File: src/rtl/menu_list_ui_if.sv
// Character-write handshake between a UI page and the shared LCD writer.
// The page (master) issues one-cycle requests; the writer answers busy/done.
interface menu_list_ui_if;
    logic       lcd_req;
    logic [1:0] lcd_row;
    logic [4:0] lcd_col;
    logic [7:0] lcd_char;
    logic       lcd_busy;
    logic       lcd_done;

    modport master (
        output lcd_req,
        output lcd_row,
        output lcd_col,
        output lcd_char,
        input  lcd_busy,
        input  lcd_done
    );

    modport slave (
        input  lcd_req,
        input  lcd_row,
        input  lcd_col,
        input  lcd_char,
        output lcd_busy,
        output lcd_done
    );
endinterface

File: src/rtl/menu_list_ui.sv
// Scrolling menu page: keypad cursor control, UI-change requests and
// full-window LCD redraw with scroll indicators and coalesced refresh.
module menu_list_ui #(
    parameter int                            MENU_COUNT     = 6,
    parameter int                            STR_LEN        = 12,
    parameter int                            LCD_ROWS       = 2,
    parameter int                            LCD_COLS       = 16,
    parameter bit                            WRAP           = 1'b1,
    parameter logic [MENU_COUNT*STR_LEN*8-1:0] MENU_STR_FLAT = '0,
    parameter logic [MENU_COUNT*4-1:0]       NEXT_UUID_FLAT = '0,
    parameter logic [3:0]                    BACK_UUID      = 4'h0
) (
    input  logic                  clk,
    input  logic                  rst,
    input  logic                  is_active,
    input  logic [10:0]           key_packet,
    input  logic                  key_valid,
    menu_list_ui_if.master        lcd,
    output logic                  change_req,
    output logic [3:0]            next_ui_id,
    output logic [3:0]            cursor_idx
);

    localparam logic [10:0] KEY_UP    = 11'h004;
    localparam logic [10:0] KEY_DOWN  = 11'h008;
    localparam logic [10:0] KEY_ENTER = 11'h420;
    localparam logic [10:0] KEY_BACK  = 11'h410;

    localparam logic [3:0] LAST_ITEM = 4'(MENU_COUNT - 1);
    localparam logic [3:0] TOP_WRAP  =
        4'((MENU_COUNT > LCD_ROWS) ? (MENU_COUNT - LCD_ROWS) : 0);
    localparam logic [3:0] ROWS_M1   = 4'(LCD_ROWS - 1);
    localparam logic [1:0] LAST_ROW  = 2'(LCD_ROWS - 1);
    localparam logic [4:0] LAST_COL  = 5'(LCD_COLS - 1);
    localparam logic [4:0] LBL_END   = 5'(STR_LEN + 1);
    localparam logic [4:0] ROWS5     = 5'(LCD_ROWS);
    localparam logic [4:0] COUNT5    = 5'(MENU_COUNT);
    localparam logic [7:0] CH_SPACE  = 8'h20;

    typedef enum logic [1:0] {
        S_IDLE,
        S_SEND,
        S_WAIT,
        S_NEXT
    } state_e;

    // Label and target-id lookup tables, padded to power-of-two depth so
    // they can be indexed straight from the cursor/column registers.
    logic [7:0] label_tab [16][32];
    logic [3:0] uuid_tab  [16];

    for (genvar gi = 0; gi < 16; gi++) begin : g_item
        if (gi < MENU_COUNT) begin : g_uuid_used
            assign uuid_tab[gi] = NEXT_UUID_FLAT[(MENU_COUNT-1-gi)*4 +: 4];
        end else begin : g_uuid_pad
            assign uuid_tab[gi] = 4'h0;
        end
        for (genvar gc = 0; gc < 32; gc++) begin : g_chr
            if (gi < MENU_COUNT && gc < STR_LEN) begin : g_used
                assign label_tab[gi][gc] =
                    MENU_STR_FLAT[((MENU_COUNT-1-gi)*STR_LEN
                                   + (STR_LEN-1-gc))*8 +: 8];
            end else begin : g_pad
                assign label_tab[gi][gc] = CH_SPACE;
            end
        end
    end

    state_e     state_q, state_d;
    logic [3:0] cursor_q, cursor_d;
    logic [3:0] top_q, top_d;
    logic       dirty_q, dirty_d;
    logic       active_q, active_d;
    logic [1:0] row_q, row_d;
    logic [4:0] col_q, col_d;
    logic       lcd_req_q, lcd_req_d;
    logic [7:0] lcd_char_q, lcd_char_d;
    logic       change_req_q, change_req_d;
    logic [3:0] next_id_q, next_id_d;

    logic       key_ok;
    logic       k_up;
    logic       k_down;
    logic       k_enter;
    logic       k_back;
    logic       activate;
    logic       running;

    assign key_ok   = is_active && key_valid;
    assign k_up     = key_ok && (key_packet == KEY_UP);
    assign k_down   = key_ok && (key_packet == KEY_DOWN);
    assign k_enter  = key_ok && (key_packet == KEY_ENTER);
    assign k_back   = key_ok && (key_packet == KEY_BACK);
    assign activate = is_active && !active_q;
    assign running  = is_active && active_q;

    logic [4:0] item;
    logic [4:0] lbl_idx;
    logic       show_up;
    logic       show_down;
    logic [7:0] cell_char;

    // Character for the cell at (row_q, col_q) given the current view.
    always_comb begin
        item      = {1'b0, top_q} + {3'b000, row_q};
        lbl_idx   = col_q - 5'd2;
        show_up   = (row_q == 2'd0) && (top_q != 4'd0);
        show_down = (row_q == LAST_ROW)
                    && (({1'b0, top_q} + ROWS5) < COUNT5);
        cell_char = CH_SPACE;
        if (col_q == LAST_COL) begin
            if (show_down) begin
                cell_char = 8'h76;
            end else if (show_up) begin
                cell_char = 8'h5E;
            end
        end else if (col_q == 5'd0) begin
            if (item == {1'b0, cursor_q}) begin
                cell_char = 8'h3E;
            end
        end else if (col_q >= 5'd2 && col_q <= LBL_END
                     && item < COUNT5) begin
            cell_char = label_tab[item[3:0]][lbl_idx];
        end
    end

    // Next state: render sequencer first, then key and activation updates
    // so a fresh change always re-arms dirty over the frame-start clear.
    always_comb begin
        state_d      = state_q;
        cursor_d     = cursor_q;
        top_d        = top_q;
        dirty_d      = dirty_q;
        active_d     = is_active;
        row_d        = row_q;
        col_d        = col_q;
        lcd_req_d    = 1'b0;
        lcd_char_d   = lcd_char_q;
        change_req_d = 1'b0;
        next_id_d    = next_id_q;

        if (!running) begin
            state_d = S_IDLE;
        end else begin
            unique case (state_q)
                S_IDLE: begin
                    if (dirty_q && !lcd.lcd_busy) begin
                        dirty_d = 1'b0;
                        row_d   = 2'd0;
                        col_d   = 5'd0;
                        state_d = S_SEND;
                    end
                end
                S_SEND: begin
                    if (!lcd.lcd_busy) begin
                        lcd_req_d  = 1'b1;
                        lcd_char_d = cell_char;
                        state_d    = S_WAIT;
                    end
                end
                S_WAIT: begin
                    if (lcd.lcd_done) begin
                        state_d = S_NEXT;
                    end
                end
                S_NEXT: begin
                    if (col_q != LAST_COL) begin
                        col_d   = col_q + 5'd1;
                        state_d = S_SEND;
                    end else if (row_q != LAST_ROW) begin
                        row_d   = row_q + 2'd1;
                        col_d   = 5'd0;
                        state_d = S_SEND;
                    end else begin
                        state_d = S_IDLE;
                    end
                end
                default: state_d = S_IDLE;
            endcase
        end

        if (activate) begin
            cursor_d = 4'd0;
            top_d    = 4'd0;
            dirty_d  = 1'b1;
        end else if (k_up) begin
            if (cursor_q != 4'd0) begin
                cursor_d = cursor_q - 4'd1;
                if (cursor_d < top_q) begin
                    top_d = cursor_d;
                end
                dirty_d = 1'b1;
            end else if (WRAP) begin
                cursor_d = LAST_ITEM;
                top_d    = TOP_WRAP;
                dirty_d  = 1'b1;
            end
        end else if (k_down) begin
            if (cursor_q != LAST_ITEM) begin
                cursor_d = cursor_q + 4'd1;
                if ({1'b0, cursor_d} > ({1'b0, top_q} + {1'b0, ROWS_M1})) begin
                    top_d = cursor_d - ROWS_M1;
                end
                dirty_d = 1'b1;
            end else if (WRAP) begin
                cursor_d = 4'd0;
                top_d    = 4'd0;
                dirty_d  = 1'b1;
            end
        end

        if (k_enter) begin
            change_req_d = 1'b1;
            next_id_d    = uuid_tab[cursor_q];
        end else if (k_back) begin
            change_req_d = 1'b1;
            next_id_d    = BACK_UUID;
        end
    end

    // State registers; reset leaves the page idle with a redraw pending.
    always_ff @(posedge clk) begin
        if (rst) begin
            state_q      <= S_IDLE;
            cursor_q     <= 4'd0;
            top_q        <= 4'd0;
            dirty_q      <= 1'b1;
            active_q     <= 1'b0;
            row_q        <= 2'd0;
            col_q        <= 5'd0;
            lcd_req_q    <= 1'b0;
            lcd_char_q   <= 8'h00;
            change_req_q <= 1'b0;
            next_id_q    <= 4'h0;
        end else begin
            state_q      <= state_d;
            cursor_q     <= cursor_d;
            top_q        <= top_d;
            dirty_q      <= dirty_d;
            active_q     <= active_d;
            row_q        <= row_d;
            col_q        <= col_d;
            lcd_req_q    <= lcd_req_d;
            lcd_char_q   <= lcd_char_d;
            change_req_q <= change_req_d;
            next_id_q    <= next_id_d;
        end
    end

    assign lcd.lcd_req  = lcd_req_q;
    assign lcd.lcd_row  = row_q;
    assign lcd.lcd_col  = col_q;
    assign lcd.lcd_char = lcd_char_q;
    assign change_req   = change_req_q;
    assign next_ui_id   = next_id_q;
    assign cursor_idx   = cursor_q;

endmodule

File: src/flat_wrapper.sv
// flat-port wrapper written by rule: the top's interface ports become plain ports
module menu_list_ui_flat 
#(
    parameter int                            MENU_COUNT     = 6,
    parameter int                            STR_LEN        = 12,
    parameter int                            LCD_ROWS       = 2,
    parameter int                            LCD_COLS       = 16,
    parameter bit                            WRAP           = 1'b1,
    parameter logic [MENU_COUNT*STR_LEN*8-1:0] MENU_STR_FLAT = '0,
    parameter logic [MENU_COUNT*4-1:0]       NEXT_UUID_FLAT = '0,
    parameter logic [3:0]                    BACK_UUID      = 4'h0
)
  (clk, rst, is_active, key_packet, key_valid, change_req, next_ui_id, cursor_idx, lcd_lcd_req, lcd_lcd_row, lcd_lcd_col, lcd_lcd_char, lcd_lcd_busy, lcd_lcd_done);
  menu_list_ui_if lcd_i ();
  input  logic clk;
  input  logic rst;
  input  logic is_active;
  input  logic [10:0] key_packet;
  input  logic key_valid;
  output logic change_req;
  output logic [3:0] next_ui_id;
  output logic [3:0] cursor_idx;
  output wire logic [$bits(lcd_i.lcd_req)-1:0] lcd_lcd_req;
  output wire logic [$bits(lcd_i.lcd_row)-1:0] lcd_lcd_row;
  output wire logic [$bits(lcd_i.lcd_col)-1:0] lcd_lcd_col;
  output wire logic [$bits(lcd_i.lcd_char)-1:0] lcd_lcd_char;
  input wire logic [$bits(lcd_i.lcd_busy)-1:0] lcd_lcd_busy;
  input wire logic [$bits(lcd_i.lcd_done)-1:0] lcd_lcd_done;
  assign lcd_lcd_req = lcd_i.lcd_req;
  assign lcd_lcd_row = lcd_i.lcd_row;
  assign lcd_lcd_col = lcd_i.lcd_col;
  assign lcd_lcd_char = lcd_i.lcd_char;
  assign lcd_i.lcd_busy = lcd_lcd_busy;
  assign lcd_i.lcd_done = lcd_lcd_done;
  menu_list_ui #(.MENU_COUNT(MENU_COUNT), .STR_LEN(STR_LEN), .LCD_ROWS(LCD_ROWS), .LCD_COLS(LCD_COLS), .WRAP(WRAP), .MENU_STR_FLAT(MENU_STR_FLAT), .NEXT_UUID_FLAT(NEXT_UUID_FLAT), .BACK_UUID(BACK_UUID)) u_core (.clk(clk), .rst(rst), .is_active(is_active), .key_packet(key_packet), .key_valid(key_valid), .lcd(lcd_i), .change_req(change_req), .next_ui_id(next_ui_id), .cursor_idx(cursor_idx));
endmodule
File: config.mk
export PLATFORM = sky130hd
export DESIGN_NAME = menu_list_ui_flat
export DESIGN_NICKNAME = d
export VERILOG_FILES = /design/src/rtl/menu_list_ui_if.sv /design/src/rtl/menu_list_ui.sv /design/src/flat_wrapper.sv
export SDC_FILE = /design/constraint.sdc
export NUM_CORES = 1
export LEC_CHECK = 0
export CAP_MARGIN = 30
export CORE_AREA = 2 2 98 100
export CTS_BUF_LIST = sky130_fd_sc_hd__clkbuf_16
export CTS_CLUSTER_SIZE = 14
export DETAILED_ROUTE_END_ITERATION = 8
export DIE_AREA = 0 0 100 102
export GPL_TIMING_DRIVEN = 0
export PLACE_DENSITY = 0.44
export SLEW_MARGIN = 25
export SYNTH_ARGS = -nofsm -noshare
export SYNTH_HDL_FRONTEND = slang
export SYNTH_SLANG_ARGS = --single-unit
export TNS_END_PERCENT = 100
File: constraint.sdc
create_clock -name clk -period 3.2 [get_ports clk]
set_clock_uncertainty 0.1 [all_clocks]
set_input_delay 0.64 -clock clk [delete_from_list [all_inputs] [get_ports clk]]
set_output_delay 0.64 -clock clk [all_outputs]
set_load 0.02 [all_outputs]
# After elaboration in Yosys (flattened, before gate mapping)
# Memories as Yosys holds them, arrays and structs flattened.
# Cells that the tools add are included.
[word_totals]
regBits = 33
rom_bits = 4160
inputBits = 17
output_inout_bits = 25
word_cells = 132
n_memories = 2
[classes]
addsub = 9
magnitude_cmp = 9
n_eq_ne = 21
muxes = 42
bitwise = 6
n_reduce_logical = 32
[memory_table]
columns = ["name", "depth", "width", "read_ports", "rd_clocked_by_memory_dff", "write_ports", "line", "text"]
rows = [
  ["(name not given)", 16, 256, 1, 0, 0, "menu_list_ui.sv:123", "cell_char = label_tab[item[3:0]][lbl_idx];"],
  ["(name not given)", 16, 4, 1, 0, 0, "menu_list_ui.sv:214", "next_id_d = uuid_tab[cursor_q];"],
]
[ops]
columns = ["cell", "n"]
rows = [
  ["$mux 256", 2],
  ["$mux 4", 14],
  ["$mux 8", 6],
  ["$bmux 8 s5", 1],
  ["$eq 11x11->1 const B", 2],
  ["$mux 5", 4],
  ["$mux 2", 7],
  ["$logic_and 1x1->1", 12],
  ["$reduce_and 3->1", 4],
  ["$eq 11x3->1 const B", 1],
  ["$eq 11x4->1 const B", 1],
  ["$ge 5x5->1 const B", 2],
  ["$lt 5x3->1 const B", 2],
  ["$not 4->5", 2],
  ["$pmux 5 s2", 1],
  ["$pmux 2 s4", 1],
  ["$reduce_bool 4->1", 2],
  ["$sub 4x1->4 const B", 2],
  ["$mux 7", 1],
  ["$ge 6x6->1 const B", 1],
  ["$ne 2x1->1 const B", 3],
  ["$ne 2x2->1 const B", 3],
  ["$not 5->6", 1],
  ["$reduce_bool 2->1", 3],
  ["other kinds (31)", 41],
]

# Logic depth before layout (Yosys ltp)
# Gate-level depths: netlist (run 1).
[logic_depth]
depth_word = 11
mapped_depth = 11
ltp_nobuf = 10

# Worst setup path before layout (run 1)
# Ideal clock, no wire load.
[synth_path]
kind = "reg-to-reg"
from = "reg u_core.cursor_q[0], in the netlist u_core.cursor_idx[0]"
to = "reg u_core.top_q[0]"
setup_ns = 0.125
arrival_time_ns = 2.518
required_time_ns = 2.975
path_slack_ns = 0.457
path_stages_with_launch = 12
n_path_buf = 1
synth_period_minus_slack_ns = 2.743
path_cell_list = "dfxtp_1 > clkbuf_1 > inv_1 > ha_1 > inv_1 > ha_1 > nor2b_1 > o21a_1 > o21a_1 > o21ai_0 > a22oi_4 > mux2i_1"
[synth_via]
elab_chain_cells = 6
elab_cells_between_ends = 16
classes_between = "add/sub (3); order compare (2); eq/ne (3); mux (6); reduce/logical (2)"
[synth_rtl]
columns = ["item", "line", "text"]
rows = [
  ["start: declaration", "menu_list_ui.sv:70", "logic [3:0] cursor_q, cursor_d;"],
  ["start signal: assignment", "menu_list_ui.sv:237", "cursor_q <= cursor_d;"],
  ["$add 4x1->4", "menu_list_ui.sv:200", "cursor_d = cursor_q + 4'd1;"],
  ["$sub 4x1->4", "menu_list_ui.sv:202", "top_d = cursor_d - ROWS_M1;"],
  ["$mux 4", "menu_list_ui.sv:201", "if ({1'b0, cursor_d} > ({1'b0, top_q} + {1'b0, ROWS_M1})) begin"],
  ["$mux 4", "menu_list_ui.sv:199", "if (cursor_q != LAST_ITEM) begin"],
  ["$mux 4", "menu_list_ui.sv:198", "end else if (k_down) begin"],
  ["$mux 4", "menu_list_ui.sv:186", "end else if (k_up) begin"],
  ["end signal: assignment", "menu_list_ui.sv:238", "top_q <= top_d;"],
  ["end: declaration", "menu_list_ui.sv:71", "logic [3:0] top_q, top_d;"],
]
# Parallel ways exist; a longest one is shown, timed or not. The select of a mux whose other input is x is not followed.
# A chain may end at the register's enable or synchronous reset.

# Worst setup path in the final report (run 1)
# Same ends and word-level chain as after synthesis.

==> impl_metrics.json, run 1 <==
{
  "place.port_buffers": 34,
  "worst_hold_path_type": "reg2reg",
  "pin_count_of_the_biggest_net_entering_global_routing": 17,
  "grt_setup_unrepaired": "false",
  "ys_dominant_reg_cell": "dfxtp_1",
  "dpl.hpwl_microns": 4420,
  "synth-xor-area-share_pct": 7.42,
  "final_net_count": 363,
  "clock_tree.root_cell": "clkbuf_16",
  "areal_power_density_over_the_cells_nw_per_um2": 237,
  "num_rows": 35,
  "share_comb_of_total_power_pct": 9.0,
  "largest_family_of_logic_cells_by_synthesized_area": "simple AND/OR/NAND/NOR gates",
  "clkSlewWorstSetupHoldPaths_ns": 0.07,
  "synth-async-reset-ratio_pct": 0,
  "post_synth_fa_ha_maj_area_fraction_pct": 16.6,
  "slew-limit-headroom_pct": 65.0,
  "final_antenna_net_count": 0,
  "cts_buffers": 3,
  "grtUsageTotal_pct": 11.1,
  "maximum_fanout_count_along_the_critical_path": 8,
  "finalWirelength_microns": 5480,
  "floorplan_core_area_sq_um": 9110,
  "synth-edff-count": 0,
  "final.period_utilization_pct": 89.0,
  "detailedRoute.firstPassIterationCount": 4,
  "antenna-diode-count": 0,
  "critPathTopFamily": "compound AO/OA/AOI/OAI gates",
  "timing_hold_violations_final": 0,
  "slowest_delay_ns": 0.45,
  "initialDrtViolationCount": 72,
  "grt_pass1_vias": 1871,
  "setup_total_negative_slack_ns": 0,
  "design_power_total_uw": 666,
  "crit_path_end_kind": "register",
  "worstMarginPinSlew_ns": 0.525,
  "gr-max-usage-layer": "met2",
  "place.gp.congestion": 0.792,
  "area_growth_syn_to_layout_pct": 26.2,
  "grt_pass1_wl_microns": 9120,
  "yosysWarnings": 0,
  "seqPwrFrac_pct": 47.0,
  "period_needed_ns": 2.85,
  "cpMaxStageDelayCell": "dfxtp_1",
  "power_leakage_nw": 1.12,
  "holdWs_ns": 0.367,
  "gr-total-overflow": 0,
  "clock_sink_count": 25,
  "start_kind": "register",
  "power_switching_share_pct": 22.6,
  "floorplan.initialDensity_pct": 24.4,
  "clock_tree_from_tritoncts": "done",
  "synthesis.area_per_instance_sq_um": 8.15,
  "fmaxAchievable_mhz": 351,
  "synth-compound-area-share_pct": 17.4,
  "synthTopCellsByArea": "dfxtp_1 (22%), ha_1 (16%), a21oi_1 (4.9%), nor2_1 (3.7%), xnor2_1 (3.5%)",
  "synth.largest_area_cell": "dfxtp_1",
  "grtUsageMet1_pct": 15.5,
  "ys_seq_elements": 25,
  "antenna_found_initial": 0,
  "clock_power_share_pct": 44.0,
  "peakVddDrop_uv": 181,
  "layout-drive-gt1-share_pct": 10.4,
  "drt_drc_violations_left": 0,
  "synth_simple_gate_area_share_pct": 23.6,
  "max_cap_violations": 0,
  "setup_violations": 0,
  "die_w_microns": 100,
  "io-pin-count": 42,
  "die_ht_microns": 102,
  "synthesis.area_sq_um": 2220,
  "sequential_share_of_the_synthesized_area_pct": 22.5,
  "critPathKind": "reg2reg",
  "avg_wl_per_cell_microns": 12.8,
  "clockBufferDepth": 2,
  "timing.critical_path.cells": "clkbuf_2, inv_1, ha_1, inv_1, ha_1, nor2b_1, o21a_1, o21a_1, o21ai_0, a22oi_4, mux2i_1",
  "grt_use_met2_pct": 17.7,
  "cellInternalPower_uw": 516,
  "muxShareOfSynthArea_pct": 3.15,
  "drv_slew": 0,
  "critPathBufInv": 3,
  "floorplan.die_area_sq_um": 10200,
  "numPlacedInstances": 423,
  "via_per_inst": 4.62,
  "clk_latency_ns": 0.26,
  "number_of_h_tree_branching_levels": 1,
  "worst_ep_required_time_ns": 3.24,
  "num_vias": 1972,
  "p_sw_uw": 151,
  "hold_buffers": 0,
  "final-instance-count-excl-fill": 427,
  "setup_slack_ns": 0.352,
  "synth.lib_cells_used.distinct": 52,
  "outcome": "completed",
  "synthCells": 273,
  "post-synth-top-area-fraction_pct": 22.5,
  "met3_usage_pct": 1.71,
  "dp_worst_setup_slack_ns": 0.169,
  "timing.critical_path.arrival_ns": 2.89
}
-- synth_stat cells, types with 4 or more instances --
master and number:
ha_1 28, dfxtp_1 25, a21oi_1 22, nor2_1 22, inv_1 19, nand2_1 19
o21ai_0 12, nand3_1 11, buf_4 9, nor2b_1 9, nor3_1 9, xnor2_1 9
xor2_1 8, mux2i_1 7, nand2b_1 6, buf_2 4
-- worst paths after layout --
check / start / end / slack (ns) / depth (start not counted)
max: u_core.cursor_idx[0] / u_core.top_q[0] / 0.35 / 11
min: u_core.lcd.lcd_char[5] / u_core.lcd.lcd_char[5] / 0.37 / 2
max reg2reg: u_core.cursor_idx[0] / u_core.top_q[0] / 0.35 / 11
min reg2reg: u_core.lcd.lcd_char[5] / u_core.lcd.lcd_char[5] / 0.37 / 2
-- metrics by stage --
stage                     instance area [sq um]  util [%]
final                                      2810      30.8
after global placement                     2720      29.9
after global routing                       2810      30.8
after detailed placement                   2720      29.9
after CTS                                  2810      30.8
after floorplan                            2240         -
-- worst register-to-register path, cell delays in order (launching register included) --
cell,delay [ns]
dfxtp_1,0.45
clkbuf_2,0.28
inv_1,0.12
ha_1,0.38
inv_1,0.10
ha_1,0.29
nor2b_1,0.13
o21a_1,0.17
o21a_1,0.16
o21ai_0,0.28
a22oi_4,0.13
mux2i_1,0.15
-- area by class of cell --
class                      count  area, sq um
tap                          111          139
timing repair buffer          34          340
multi-input combinational    216         1540
fill                         987         6300
buffer                        18          131
clock inverter                 1         8.76
inverter                      19         71.3
clock buffer                   3         75.1
sequential                    25          500
-- layout by cell type (no fill, tap or decap), types with 4 or more instances in the layout --
cell type	n
clkdlybuf4s50_1	34
ha_1	28
dfxtp_1	25
nor2_1	22
a21oi_1	22
inv_1	19
nand2_1	19
o21ai_0	12
nand3_1	11
buf_4	9
nor3_1	9
xnor2_1	9
nor2b_1	9
xor2_1	8
mux2i_1	7
nand2b_1	6
conb_1	6
buf_2	4
-- registers in the layout, summed over array words and instances, names as in the netlist --
signal	flops
u_core.dirty_q	1
u_core.cursor_idx	4
u_core.lcd.lcd_req	1
u_core.lcd.lcd_col	5
u_core.change_req	1
u_core.state_q	2
u_core.lcd.lcd_char	4
u_core.lcd.lcd_row	2
u_core.active_q	1
u_core.top_q	4
-- timing repair --
action,4_1_cts,5_1_grt
gates resized for setup,0,2
setup endpoints to repair,0,4
buffers inserted,0,0
-- cells by family after synthesis --
group,Yosys count
fa+ha+maj,29
other cells,1
buf+inv,37
flops,25
xor+xnor,18
compound gates,59
mux,7
simple gates,97
-- layer usage --
| metal | wire length, microns | vias to the layer above |
|---|---|---|
| met1 | 2830 | 907 |
| met5 | 0 | - |
| met3 | 212 | 2 |
| li1 | - | 1022 |
| met4 | 40 | 0 |
| met2 | 2400 | 41 |
-- power by group through the flow --
stage / Combinational, mW / Clock, mW / Sequential [mW]
finish: 0.0598 / 0.293 / 0.313
global route: 0.0651 / 0.322 / 0.314
CTS: 0.0600 / 0.308 / 0.313
detailed placement: 0.0599 / 0 / 0.321
global placement: 0.0596 / 0 / 0.321
floorplan: 0.0316 / 0 / 0.321
No activity file was read; power rests on OpenSTA's default activity.
==> run 2: changes to the inputs <==
Clock period 3.2 ns to 3 ns, I/O delays scaled along.
==> impl_metrics.json, run 2 (synthesis results as in run 1) <==
{
  "grt_setup_unrepaired": "false",
  "die_w_microns": 100,
  "clock_tree.root_cell": "clkbuf_16",
  "largest_register_ff_count": 5,
  "layout_common_cells": "clkdlybuf4s50_1 (34), ha_1 (28), dfxtp_1 (25)",
  "final_antenna_net_count": 0,
  "clock_tree_from_tritoncts": "done",
  "holdWs_ns": 0.367,
  "hold-path-cell-count": 2,
  "critPathKind": "reg2reg",
  "timing_hold_violations_final": 0,
  "finalWirelength_microns": 5480,
  "layout_commonest_cell": "clkdlybuf4s50_1",
  "seqPwrFrac_pct": 47.0,
  "hold_start": "u_core.lcd.lcd_char[5]",
  "start_kind": "register",
  "final_net_count": 363,
  "outcome": "completed",
  "avg_wl_per_cell_microns": 12.8,
  "floorplan_core_area_sq_um": 9110,
  "p_sw_uw": 161,
  "detailedRoute.firstPassIterationCount": 4,
  "clock_power_share_pct": 44.0,
  "m1WireLength_microns": 2830,
  "die_ht_microns": 102,
  "power_switching_share_pct": 22.6,
  "cts_buffers": 3,
  "drt_drc_violations_left": 0,
  "peakVddDrop_uv": 193,
  "initialDrtViolationCount": 67,
  "startpoint": "u_core.cursor_idx[0]",
  "place.gp.congestion": 0.792,
  "slew-limit-headroom_pct": 65.0,
  "cts_setup_buffers": 0,
  "grt_pass1_wl_microns": 9120,
  "route.met2.wl_microns": 2400,
  "worst_r2r_startpoint": "u_core.cursor_idx[0]",
  "num_rows": 35,
  "power_leakage_nw": 1.12,
  "final_core_util_pct": 30.8,
  "grtUsageTotal_pct": 11.1,
  "fmaxAchievable_mhz": 363,
  "max_cap_violations": 0,
  "cellInternalPower_uw": 550,
  "num_vias": 1968,
  "worst_hold_path.endpoint": "u_core.lcd.lcd_char[5]",
  "timing.critical_path.arrival_ns": 2.79,
  "grt_pass1_vias": 1871,
  "areal_power_density_over_the_cells_nw_per_um2": 253,
  "drv_slew": 0,
  "clock_sink_count": 25,
  "worstMarginPinSlew_ns": 0.525,
  "io-pin-count": 42,
  "dr_wl_met3_microns": 212,
  "layout-drive-gt1-share_pct": 10.4,
  "antenna_found_initial": 0,
  "route.top_layer_used": "met4",
  "clockBufferDepth": 2,
  "place.port_buffers": 34,
  "worst_hold_path_type": "reg2reg",
  "dpl.hpwl_microns": 4420,
  "maximum_fanout_count_along_the_critical_path": 8,
  "antenna-diode-count": 0,
  "gr-total-overflow": 0,
  "share_comb_of_total_power_pct": 9.0,
  "setup_violations": 0,
  "pin_count_of_the_biggest_net_entering_global_routing": 17,
  "period_needed_ns": 2.75,
  "worst_reg2reg_path_length_in_cells": 11,
  "number_of_h_tree_branching_levels": 1,
  "floorplan.initialDensity_pct": 24.4,
  "clk_latency_ns": 0.26,
  "clkSlewWorstSetupHoldPaths_ns": 0.07,
  "via_per_inst": 4.61,
  "worst_ep_required_time_ns": 3.04,
  "regToRegSetupSlack_ns": 0.25,
  "floorplan.die_area_sq_um": 10200,
  "area_growth_syn_to_layout_pct": 26.2,
  "worstReg2RegEnd": "u_core.top_q[0]",
  "final.fill_count": 987,
  "crit_path_end_kind": "register",
  "final.period_utilization_pct": 91.8
}
## run 2: changes by cell type in the layout (fill, tap and decap cells not counted)
cell,change
o21ai_1,+1
o21ai_0,-1
## run 2: routing by layer
layer | track usage, % | up-vias
met1 | 15.5 | 903
met5 | 0 | -
met2 | 17.7 | 41
met4 | 3.48 | 0
li1 | - | 1022
met3 | 1.71 | 2
## run 2: power by group through the flow
stage | registers [mW] | logic [mW] | clock network, mW
after floorplan | 0.342 | 0.0337 | 0
after global placement | 0.342 | 0.0636 | 0
after detailed placement | 0.342 | 0.0639 | 0
after CTS | 0.334 | 0.0640 | 0.328
after global routing | 0.335 | 0.0694 | 0.343
final | 0.334 | 0.0638 | 0.313
## run 2: repair_timing
action                                  4_1_cts  5_1_grt
gates resized for setup                       1        1
cloned                                        0        0
endpoints found under the setup margin        4        4
hold buffers                                  0        0
## run 2: cell type report
cell class / count / area (sq um) / area share (%)
repair buffers: 34 / 340 / 12.1
clock inverters: 1 / 8.76 / 0.312
well taps: 111 / 139 / 4.95
clock buffers: 3 / 75.1 / 2.67
plain buffers: 18 / 131 / 4.68
inverters: 19 / 71.3 / 2.54
multi-input cells: 216 / 1540 / 54.9
flip-flops and latches: 25 / 500 / 17.8
## run 2: worst max path at each step
stage | to | slack, ns | cells past startpoint
final | u_core.top_q[0] | 0.25 | 11
after CTS | u_core.top_q[0] | 0.13 | 11
after detailed placement | u_core.top_q[0] | -0.03 | 11
after global routing | u_core.top_q[0] | 0.01 | 11
after global placement | u_core.top_q[2] | -0.02 | 11
after floorplan | u_core.top_q[0] | 0.26 | 11
## run 2: stage by stage
step	setup WS [ns]	area, sq um	std cells	setup TNS (ns)	power (mW)
after floorplan	0.257	2240	278	0	0.376
after CTS	0.128	2810	427	0	0.726
final	0.247	2810	427	0	0.711
after global routing	0.0128	2810	427	0	0.747
after detailed placement	-0.0313	2720	423	-0.118	0.406
after global placement	-0.0201	2720	423	-0.0321	0.406
## run 2: critical path, cell delays in order, from the launching register on
cell,delay (ns)
dfxtp_1,0.45
clkbuf_2,0.27
inv_1,0.12
ha_1,0.38
inv_1,0.10
ha_1,0.29
nor2b_1,0.13
o21a_1,0.17
o21a_1,0.17
o21ai_1,0.20
a22oi_4,0.12
mux2i_1,0.14
==> run 3: changes to the inputs <==
--- a/constraint.sdc
+++ b/constraint.sdc
@@ -4,2 +4,2 @@
 set_output_delay 0.6 -clock clk [all_outputs]
-set_load 0.02 [all_outputs]
+set_load 0.01 [all_outputs]
==> results of run 3 <==
The final DEF is identical to that of run 2. Status: completed.
Among the figures that moved: total power 0.711 mW -> 0.707 mW
